**src/rtl/shift_word_receiver_pkg.sv**
```systemverilog
// Shared types and constants for the serial-in/parallel-out word receiver.
package shift_rx_pkg;

    typedef enum logic {
        IDLE  = 1'b0,
        SHIFT = 1'b1
    } state_e;

    localparam logic DIR_MSB_FIRST = 1'b0;
    localparam logic DIR_LSB_FIRST = 1'b1;

endpackage : shift_rx_pkg

```
**src/rtl/shift_word_receiver_if.sv**
```systemverilog
// Serial link, parallel output handshake and status signals of the word receiver.
interface shift_word_receiver_if #(
    parameter int WIDTH = 4
);
    logic             start;
    logic             dir;
    logic             ser_in;
    logic             ser_valid;
    logic [WIDTH-1:0] out;
    logic             out_valid;
    logic             out_ready;
    logic             busy;
    logic             overrun;
    logic             clr_ovr;

    modport master (
        output start, dir, ser_in, ser_valid, out_ready, clr_ovr,
        input  out, out_valid, busy, overrun
    );

    modport slave (
        input  start, dir, ser_in, ser_valid, out_ready, clr_ovr,
        output out, out_valid, busy, overrun
    );
endinterface : shift_word_receiver_if

```
**src/rtl/shift_word_receiver_bit_counter.sv**
```systemverilog
// Counts accepted serial bits of the current word and flags the one that completes it.
module shift_rx_bit_counter #(
    parameter int WIDTH = 4,
    parameter int CNT_W = $clog2(WIDTH + 1)
) (
    input  logic             clk,
    input  logic             rst,
    input  logic             clr,
    input  logic             en,
    output logic [CNT_W-1:0] count,
    output logic             last
);

    logic [CNT_W-1:0] count_d;
    logic [CNT_W-1:0] count_q;

    // Next count: clear wins, otherwise increment and saturate at WIDTH.
    always_comb begin
        count_d = count_q;
        if (clr) begin
            count_d = {CNT_W{1'b0}};
        end else if (en && (count_q != CNT_W'(WIDTH))) begin
            count_d = count_q + CNT_W'(1);
        end else begin
            count_d = count_q;
        end
    end

    // Count register.
    always_ff @(posedge clk or negedge rst) begin
        if (!rst) begin
            count_q <= {CNT_W{1'b0}};
        end else begin
            count_q <= count_d;
        end
    end

    assign count = count_q;
    assign last  = en && (count_q == CNT_W'(WIDTH - 1));

endmodule : shift_rx_bit_counter

```
**src/rtl/shift_word_receiver.sv**
```systemverilog
// Serial-in/parallel-out receiver: assembles WIDTH bits MSB- or LSB-first into a
// single-entry output buffer with valid/ready handshake and a sticky overrun flag.
module shift_word_receiver
    import shift_rx_pkg::*;
#(
    parameter int WIDTH = 4,
    parameter int CNT_W = $clog2(WIDTH + 1)
) (
    input  logic                  clk,
    input  logic                  rst,
    shift_word_receiver_if.slave  bus
);

    state_e           state_d,     state_q;
    logic             dir_d,       dir_q;
    logic [WIDTH-1:0] sreg_d,      sreg_q;
    logic [WIDTH-1:0] out_d,       out_q;
    logic             out_valid_d, out_valid_q;
    logic             busy_d,      busy_q;
    logic             overrun_d,   overrun_q;

    logic             cnt_clr_s;
    logic             cnt_en_s;
    logic             cnt_last_s;
    logic [CNT_W-1:0] cnt_s;
    logic [WIDTH-1:0] sreg_shift_s;

    function automatic logic [WIDTH-1:0] shift_in(input logic [WIDTH-1:0] cur,
                                                  input logic             lsb_first,
                                                  input logic             bit_in);
        logic [WIDTH-1:0] nxt;
        if (lsb_first) begin
            nxt = {bit_in, cur[WIDTH-1:1]};
        end else begin
            nxt = {cur[WIDTH-2:0], bit_in};
        end
        return nxt;
    endfunction

    shift_rx_bit_counter #(
        .WIDTH (WIDTH),
        .CNT_W (CNT_W)
    ) u_bit_counter (
        .clk   (clk),
        .rst   (rst),
        .clr   (cnt_clr_s),
        .en    (cnt_en_s),
        .count (cnt_s),
        .last  (cnt_last_s)
    );

    assign sreg_shift_s = shift_in(sreg_q, (dir_q == DIR_LSB_FIRST), bus.ser_in);

    // Next-state, shift and output-buffer decisions.
    always_comb begin
        state_d     = state_q;
        dir_d       = dir_q;
        sreg_d      = sreg_q;
        out_d       = out_q;
        out_valid_d = out_valid_q;
        overrun_d   = overrun_q;
        cnt_clr_s   = 1'b0;
        cnt_en_s    = 1'b0;

        if (out_valid_q && bus.out_ready) begin
            out_valid_d = 1'b0;
        end else begin
            out_valid_d = out_valid_q;
        end

        // A completion below may set overrun again; that later assignment wins.
        if (bus.clr_ovr) begin
            overrun_d = 1'b0;
        end else begin
            overrun_d = overrun_q;
        end

        case (state_q)
            IDLE: begin
                if (bus.start) begin
                    state_d   = SHIFT;
                    dir_d     = bus.dir;
                    sreg_d    = {WIDTH{1'b0}};
                    cnt_clr_s = 1'b1;
                end else begin
                    state_d = IDLE;
                end
            end
            SHIFT: begin
                if (bus.ser_valid && (cnt_s != CNT_W'(WIDTH))) begin
                    cnt_en_s = 1'b1;
                    sreg_d   = sreg_shift_s;
                    if (cnt_last_s) begin
                        state_d = IDLE;
                        if (!out_valid_q || bus.out_ready) begin
                            out_d       = sreg_shift_s;
                            out_valid_d = 1'b1;
                        end else begin
                            overrun_d = 1'b1;
                        end
                    end else begin
                        state_d = SHIFT;
                    end
                end else begin
                    state_d = SHIFT;
                end
            end
            default: begin
                state_d = IDLE;
            end
        endcase

        busy_d = (state_d == SHIFT);
    end

    // State, datapath and output registers.
    always_ff @(posedge clk or negedge rst) begin
        if (!rst) begin
            state_q     <= IDLE;
            dir_q       <= DIR_MSB_FIRST;
            sreg_q      <= {WIDTH{1'b0}};
            out_q       <= {WIDTH{1'b0}};
            out_valid_q <= 1'b0;
            busy_q      <= 1'b0;
            overrun_q   <= 1'b0;
        end else begin
            state_q     <= state_d;
            dir_q       <= dir_d;
            sreg_q      <= sreg_d;
            out_q       <= out_d;
            out_valid_q <= out_valid_d;
            busy_q      <= busy_d;
            overrun_q   <= overrun_d;
        end
    end

    assign bus.out       = out_q;
    assign bus.out_valid = out_valid_q;
    assign bus.busy      = busy_q;
    assign bus.overrun   = overrun_q;

endmodule : shift_word_receiver

```
**src/flat_wrapper.sv**
```systemverilog
// flat-port wrapper written by rule: the top's interface ports become plain ports
module shift_word_receiver_flat import shift_rx_pkg::*;
#(
    parameter int WIDTH = 4,
    parameter int CNT_W = $clog2(WIDTH + 1)
)
  (clk, rst, bus_start, bus_dir, bus_ser_in, bus_ser_valid, bus_out_ready, bus_clr_ovr, bus_out, bus_out_valid, bus_busy, bus_overrun);
  shift_word_receiver_if #(.WIDTH(WIDTH)) bus_i ();
  input  logic clk;
  input  logic rst;
  input wire logic [$bits(bus_i.start)-1:0] bus_start;
  input wire logic [$bits(bus_i.dir)-1:0] bus_dir;
  input wire logic [$bits(bus_i.ser_in)-1:0] bus_ser_in;
  input wire logic [$bits(bus_i.ser_valid)-1:0] bus_ser_valid;
  input wire logic [$bits(bus_i.out_ready)-1:0] bus_out_ready;
  input wire logic [$bits(bus_i.clr_ovr)-1:0] bus_clr_ovr;
  output wire logic [$bits(bus_i.out)-1:0] bus_out;
  output wire logic [$bits(bus_i.out_valid)-1:0] bus_out_valid;
  output wire logic [$bits(bus_i.busy)-1:0] bus_busy;
  output wire logic [$bits(bus_i.overrun)-1:0] bus_overrun;
  assign bus_i.start = bus_start;
  assign bus_i.dir = bus_dir;
  assign bus_i.ser_in = bus_ser_in;
  assign bus_i.ser_valid = bus_ser_valid;
  assign bus_i.out_ready = bus_out_ready;
  assign bus_i.clr_ovr = bus_clr_ovr;
  assign bus_out = bus_i.out;
  assign bus_out_valid = bus_i.out_valid;
  assign bus_busy = bus_i.busy;
  assign bus_overrun = bus_i.overrun;
  shift_word_receiver #(.WIDTH(WIDTH), .CNT_W(CNT_W)) u_core (.clk(clk), .rst(rst), .bus(bus_i));
endmodule
```
**config.mk**
```make
export PLATFORM = sky130hd
export DESIGN_NAME = shift_word_receiver_flat
export DESIGN_NICKNAME = d
export VERILOG_FILES = /design/src/rtl/shift_word_receiver_pkg.sv /design/src/rtl/shift_word_receiver_if.sv /design/src/rtl/shift_word_receiver_bit_counter.sv /design/src/rtl/shift_word_receiver.sv /design/src/flat_wrapper.sv
export SDC_FILE = /design/constraint.sdc
export NUM_CORES = 1
export LEC_CHECK = 0
export ABC_AREA = 1
export CAP_MARGIN = 10
export CORE_UTILIZATION = 51
export CTS_BUF_LIST = sky130_fd_sc_hd__clkbuf_16
export DETAILED_ROUTE_END_ITERATION = 10
export GPL_TIMING_DRIVEN = 0
export MAX_ROUTING_LAYER = met4
export PLACE_DENSITY = 0.78
export SLEW_MARGIN = 10
export SYNTH_ARGS = -nofsm -noshare
export SYNTH_HDL_FRONTEND = slang
export SYNTH_SLANG_ARGS = --single-unit
```
**constraint.sdc**
```tcl
create_clock -name clk -period 2.26 [get_ports clk]
set_input_delay 0.565 -clock clk [delete_from_list [all_inputs] [get_ports clk]]
set_output_delay 0.565 -clock clk [all_outputs]
set_load 0.01 [all_outputs]
```
==> impl_metrics.json <==
{
  "cts_hold_buf": 0,
  "hp-start": "u_core.bus.out[1]",
  "ys_top_cells_by_area": "dfrtp_1 (52%), nand2_1 (17%), inv_1 (7.3%)",
  "slowest_delay_ns": 0.55,
  "antennaDiodeCount": 0,
  "cp_data_arrival_time_ns": 1.17,
  "num_vias": 601,
  "period_share_pct": 76.9,
  "cts_tree": "done",
  "critPathRequiredTime_ns": 1.69,
  "reg2reg_from": "u_core.u_bit_counter.count[0]",
  "peakVddDrop_mv": 0.683,
  "chipHeight_um": 39.5,
  "clock_latency_ns": 0.24,
  "clock_power_share_pct": 27.9,
  "yosysTopAreaCellShare_pct": 52.4,
  "reg2reg_depth": 6,
  "grt_pass1_vias": 592,
  "relSlewSlack_pct": 56.2,
  "ios": 15,
  "start_kind": "flop",
  "avgSynthCellArea_um2": 8.32,
  "critPathMaxFanout": 4,
  "synth_cells": 86,
  "ys_seq_area_share_pct": 52.4,
  "cts_buffers": 3,
  "htree_levels": 1,
  "ff_latch_area_um2": 375,
  "fmax_mhz": 575,
  "min_to": "u_core.bus.out[1]",
  "status": "complete, no violations",
  "fin_skew_ns": 0.000941,
  "finalSetupViolations": 0,
  "area_growth_pct": 33.2,
  "maxSlewViolCount": 0,
  "yosysMostFrequentCell": "nand2_1",
  "grt_pass1_wl_um": 2480,
  "p_per_area_nw_per_um2": 1260,
  "overflow": 0,
  "post_cts_buffers": 0,
  "drt_pass1_iterations": 4,
  "seqPwrFrac_pct": 36.2,
  "final_net_count": 116,
  "maxCapViolCount": 0,
  "start_util_pct": 55.0,
  "port_buffers": 14,
  "placement_rows": 13,
  "syn_area_um2": 716,
  "reg2reg_slack_ns": 0.95,
  "setup_tns_ns": 0,
  "synth_edf_count": 0,
  "synth-seq-cells": 15,
  "gp_congestion": 0.742,
  "worstMarginPinSlew_ns": 0.654,
  "grt.total_usage_pct": 26.1,
  "cts.sinks": 15,
  "rsz0062_at_grt": "no",
  "grt_max_degree": 16,
  "die_x_um": 39.5,
  "critPathKind": "flop to primary output",
  "cts_buffer_depth": 2,
  "yosys.area.top_type": "dfrtp_1",
  "hold_viol": 0,
  "ctsResizeCount": 0,
  "critPathBufInv": 1,
  "hpwlAfterDp_um": 1160,
  "min_path_cells": 2,
  "pre_cts_ws_ns": 0.528,
  "core_um2": 1300,
  "ant_nets": 0,
  "p_sw_share_pct": 34.8,
  "antenna_found_initial": 0,
  "hp-class": "flop to flop",
  "p_leak_nw": 0.499,
  "yosys_most_used_dff": "dfrtp_1",
  "clockRootBuffer": "clkbuf_16",
  "p_int_uw": 785,
  "period_needed_ns": 1.74,
  "yosysUniqueCellTypes": 14,
  "wl_um": 1540,
  "ys_top_cells_by_count": "nand2_1 (33), dfrtp_1 (15), inv_1 (14)",
  "yosysWarnings": 0,
  "synthArstFlopShare_pct": 100,
  "avgRoutedWirePerCell_um": 12.9,
  "drcViolationCount": 0,
  "crit_family": "buffers and inverters",
  "drive_gt1_share_pct": 7.69,
  "path_cells": "clkdlybuf4s50_1",
  "cp-end-kind": "primary output",
  "timing.rr.end": "u_core.u_bit_counter.count[2]",
  "multi_input_area_um2": 273,
  "crit_slowest_cell": "clkdlybuf4s50_1",
  "fillers": 86,
  "setup_ws_ns": 0.522,
  "first_iter_violations": 11,
  "p_switching_uw": 419,
  "avgViaCountPerCell": 5.05,
  "p_comb_share_pct": 35.9,
  "clkTransAtPathRegs_ns": 0.05,
  "synth_fp_nets": 97,
  "die_area_um2": 1560
}
-- sequential cells by signal (all words and copies together), names as in the netlist --
register and flops:
u_core.bus.out 4, u_core.state_q 1, u_core.bus.overrun 1, u_core.u_bit_counter.count 3, u_core.dir_q 1, u_core.sreg_q 4, u_core.bus.out_valid 1
-- cell families after synthesis --
kind of cell | after synthesis | share of synthesized area, %
simple gates | 41 | 24.7
buf+inv | 16 | 9.44
flops | 15 | 52.4
compound gates | 11 | 8.22
fa+ha+maj | 3 | 5.25
-- tightest hold or removal path, delay by kind of cell, from the launching register on --
kind / cells / cell delay [ns]
DFF: 1 / 0.34
and+or+nand+nor: 2 / 0.10
-- per-layer routing --
layer	track usage, %	routed length, um	vias to the layer above
met3	9.66	91	4
met5	-	0	-
met1	27.9	633	268
li1	-	-	305
met2	43.0	783	24
met4	11.2	27	0
-- placed cells by master, fill, tap and decap left out --
cell	Yosys	routed
nor2_1	1	1
nand2_2	1	1
o21ai_2	1	1
clkbuf_16	0	3
buf_6	1	1
o21ai_0	7	7
dfrtp_1	15	15
inv_1	14	15
o21ai_1	2	2
inv_2	1	1
clkdlybuf4s50_1	0	14
nor2_4	1	1
a21oi_1	1	1
ha_1	3	3
nand4_1	5	5
nand2_1	33	33
-- power groups by stage --
stage / logic (mW) / registers (mW) / clock network (mW)
4_1_cts: 0.436 / 0.435 / 0.338
2_1_floorplan: 0.255 / 0.439 / 0
3_3_place_gp: 0.405 / 0.427 / 0
3_5_place_dp: 0.432 / 0.438 / 0
6_report: 0.433 / 0.435 / 0.336
5_1_grt: 0.493 / 0.444 / 0.359
-- stage by stage --
stage          hold slack [ns]  utilization, %  area (um2)  cells  power, mW
4_1_cts                  0.478            73.3         953    119       1.21
3_3_place_gp             0.454            67.2         875    115      0.832
2_1_floorplan            0.269               -         716     86      0.694
3_5_place_dp             0.466            67.2         875    115      0.870
5_1_grt                  0.499            73.3         953    119       1.30
6_report                 0.470            73.3         953    119       1.20
-- how the worst max path moves through the flow --
stage	startpoint	end	slack, ns	cells after the start
after global routing	u_core.state_q	bus_busy	0.48	1
after detailed placement	bus_out_ready	u_core.bus.out[0]	0.53	6
after CTS	u_core.state_q	bus_busy	0.52	1
after floorplan	bus_out_ready	u_core.bus.out[0]	1.14	5
after global placement	bus_out_ready	u_core.bus.out[1]	0.56	6
final	u_core.state_q	bus_busy	0.52	1
-- final cells by class --
class                           instances  area share, %
Buffer                                  1           1.18
Clock buffer                            3           7.87
Clock inverter                          1          0.394
Inverter                               15           5.91
Multi-Input combinational cell         55           28.6
Sequential cell                        15           39.4
Tap cell                               15           1.97
Timing Repair Buffer                   14           14.7
Note: power is estimated with default switching activity, not from simulation.
==> patch 1: new RTL, config.mk and constraints unchanged <==
`WIDTH` is set to 4 in 4 places; all go to 2.
--- a/src/rtl/shift_word_receiver_if.sv
+++ b/src/rtl/shift_word_receiver_if.sv
@@ -1,5 +1,5 @@
 // Serial link, parallel output handshake and status signals of the word receiver.
 interface shift_word_receiver_if #(
-    parameter int WIDTH = 4
+    parameter int WIDTH = 2
 );
     logic             start;
--- a/src/rtl/shift_word_receiver_bit_counter.sv
+++ b/src/rtl/shift_word_receiver_bit_counter.sv
@@ -1,5 +1,5 @@
 // Counts accepted serial bits of the current word and flags the one that completes it.
 module shift_rx_bit_counter #(
-    parameter int WIDTH = 4,
+    parameter int WIDTH = 2,
     parameter int CNT_W = $clog2(WIDTH + 1)
 ) (
--- a/src/rtl/shift_word_receiver.sv
+++ b/src/rtl/shift_word_receiver.sv
@@ -4,5 +4,5 @@
     import shift_rx_pkg::*;
 #(
-    parameter int WIDTH = 4,
+    parameter int WIDTH = 2,
     parameter int CNT_W = $clog2(WIDTH + 1)
 ) (
--- a/src/flat_wrapper.sv
+++ b/src/flat_wrapper.sv
@@ -2,5 +2,5 @@
 module shift_word_receiver_flat import shift_rx_pkg::*;
 #(
-    parameter int WIDTH = 4,
+    parameter int WIDTH = 2,
     parameter int CNT_W = $clog2(WIDTH + 1)
 )
Ports: changed (resized bus_out); port bits go from 15 to 13. The function was not compared with the original's and may differ.
==> patch 1 against the original RTL <==
- the flow now stops in power grid generation
- synthesized area is 34% lower
==> patch 1: results (changes against the original RTL) <==
commonest cells in the netlist 14 x inv_1, 13 x nand2_1, 10 x dfrtp_1; proportion of synthesized area in mux cells 0% (unchanged); Avg Inst Size Synth 8.45 sq um (+1.5%); stop err [ERROR PDN-0185] Insufficient width (27.20 um) to add straps on layer met5 in grid "grid" with total strap width 15.2 um and offset 13.6 um.; Unique masters post-synth 12 (-2); Area contributors post-synth dfrtp_1 53%, inv_1 11%, nand2_1 10%; FFs w/ async S/R, synth 100% (unchanged); ys flop type dfrtp_1; sequential fraction of the synthesis area 52.9% (+0.46 points); XOR/XNOR share of the synthesized area 0% (unchanged); Yosys warnings 0 (unchanged); Post-Synth Adder-Cell Area 5.29% (+0.046 points); Synth Area in Compound Gates 11.1% (+2.9 points); outcome did not finish; Syn Nets 66 (-32%); Netlist Area Pre-Place 473 sq um (-34%); FF+latch count, synth 10 (-5); Halt Stage power grid generation
==> patch 1: logic make-up after synthesis <==
logic type / count (synthesis)
flops: 10
compound gates: 9
buf+inv: 14
fa+ha+maj: 2
simple gates: 21
==> patch 2: new RTL, config.mk and constraints unchanged <==
Without the edit above. Reset style: synchronous (`rst`), changed in 2 clocked blocks.
--- a/src/rtl/shift_word_receiver_bit_counter.sv
+++ b/src/rtl/shift_word_receiver_bit_counter.sv
@@ -28,5 +28,5 @@
 
     // Count register.
-    always_ff @(posedge clk or negedge rst) begin
+    always_ff @(posedge clk) begin
         if (!rst) begin
             count_q <= {CNT_W{1'b0}};
--- a/src/rtl/shift_word_receiver.sv
+++ b/src/rtl/shift_word_receiver.sv
@@ -115,5 +115,5 @@
 
     // State, datapath and output registers.
-    always_ff @(posedge clk or negedge rst) begin
+    always_ff @(posedge clk) begin
         if (!rst) begin
             state_q     <= IDLE;
Formal check against the unedited RTL: differs if rst is asserted again (counterexample within 4 cycles, from zero or initial values and one cycle with rst low); with rst held inactive, the same outputs for 10 cycles.
==> patch 2 against the original RTL <==
- synthesized area fell by 0.52%
- routed wire length shrank 5.8%
- clock skew up 2.8 ps
- via count grew 16%
- setup slack better by 2.4 ps
- maximum frequency up 0.14%
- cell area decreased by 0.26%
- sequential cell count unchanged
- first-iteration DRC count is 91% higher
- sequential share of layout area shrank 7.8 points
Power is not compared: it rests on default switching activity, and its combinational part moved more than twofold at a synthesized area within 25%.
==> patch 2: results (changes against the original RTL) <==
commonest cells in the netlist 22 x nand2_1, 19 x inv_1, 15 x dfxtp_1; first-pass GRT wire length 2290 um (-7.5%); met3 WL 98 um (+7.7%); DR vias/cell 5.23 (+3.5%); Unique masters post-synth 15 (+1); ys flop type dfxtp_1; Area contributors post-synth dfxtp_1 42%, nand2_1 12%, inv_1 10%; vias in the first global route 570 (-3.7%); Hold EP u_core.sreg_q[1]$_SDFFE_PN0P_; vias after detailed routing 695 (+16%); Critical R2R Launch u_core.u_bit_counter.count[0]$_SDFFE_PP0P_; met1 wire length 589 um (-7.0%); GR Util met1 26.7% (-1.2 points); pin count of the biggest net entering global routing 11 (-5); R2R Path End u_core.bus.out[0]$_SDFFE_PN0P_; outcome completed; FFs w/ async S/R, synth 0% (-100 points); overall power approximately 0.00069 W; share of cells above drive strength 1 6.78% (-0.91 points); Synth Area in Compound Gates 11.8% (+3.6 points); hold wc startpoint u_core.sreg_q[1]$_SDFFE_PN0P_; routability cong. 0.891 (+20%); Peak Freq 576 MHz (+0.14%); Worst R2R Setup Slack 900 ps (-50 ps); Worst Setup SP u_core.state_q$_SDFF_PN0_; Syn-to-layout area delta 33.6%
-- patch 2: changes by cell type in the layout (fill, tap and decap cells not counted), moves of 2 or more --
cell / delta
a21oi_1: +8
dfrtp_1: -15
dfxtp_1: +15
inv_1: +4
nand2_1: -11
nand3_1: +6
nor2_1: +12
o21ai_0: -4
o21ai_1: -2
-- patch 2: cells by family after synthesis --
kind of cell,Yosys count
xor gates and xnor gates,1
DFF,15
buffers and inverters,20
AOI/OAI and AO/OA,14
adders and majority gates,3
and+or+nand+nor,47
-- patch 2: layout make-up --
cell class	instances	area share (%)
tap	15	1.97
clock buffer	3	7.89
clock inverter	1	0.526
multi-input combinational	65	34.6
buffer	1	1.18
inverter	19	7.50
timing repair buffer	14	14.7
sequential	15	31.6
-- patch 2: through the flow --
| step | hold WS (ps) | setup slack (ps) |
|---|---|---|
| after floorplan | 440 | 1050 |
| after global placement | 453 | 441 |
| after detailed placement | 457 | 425 |
| after CTS | 465 | 521 |
| after global routing | 494 | 489 |
| final | 461 | 525 |
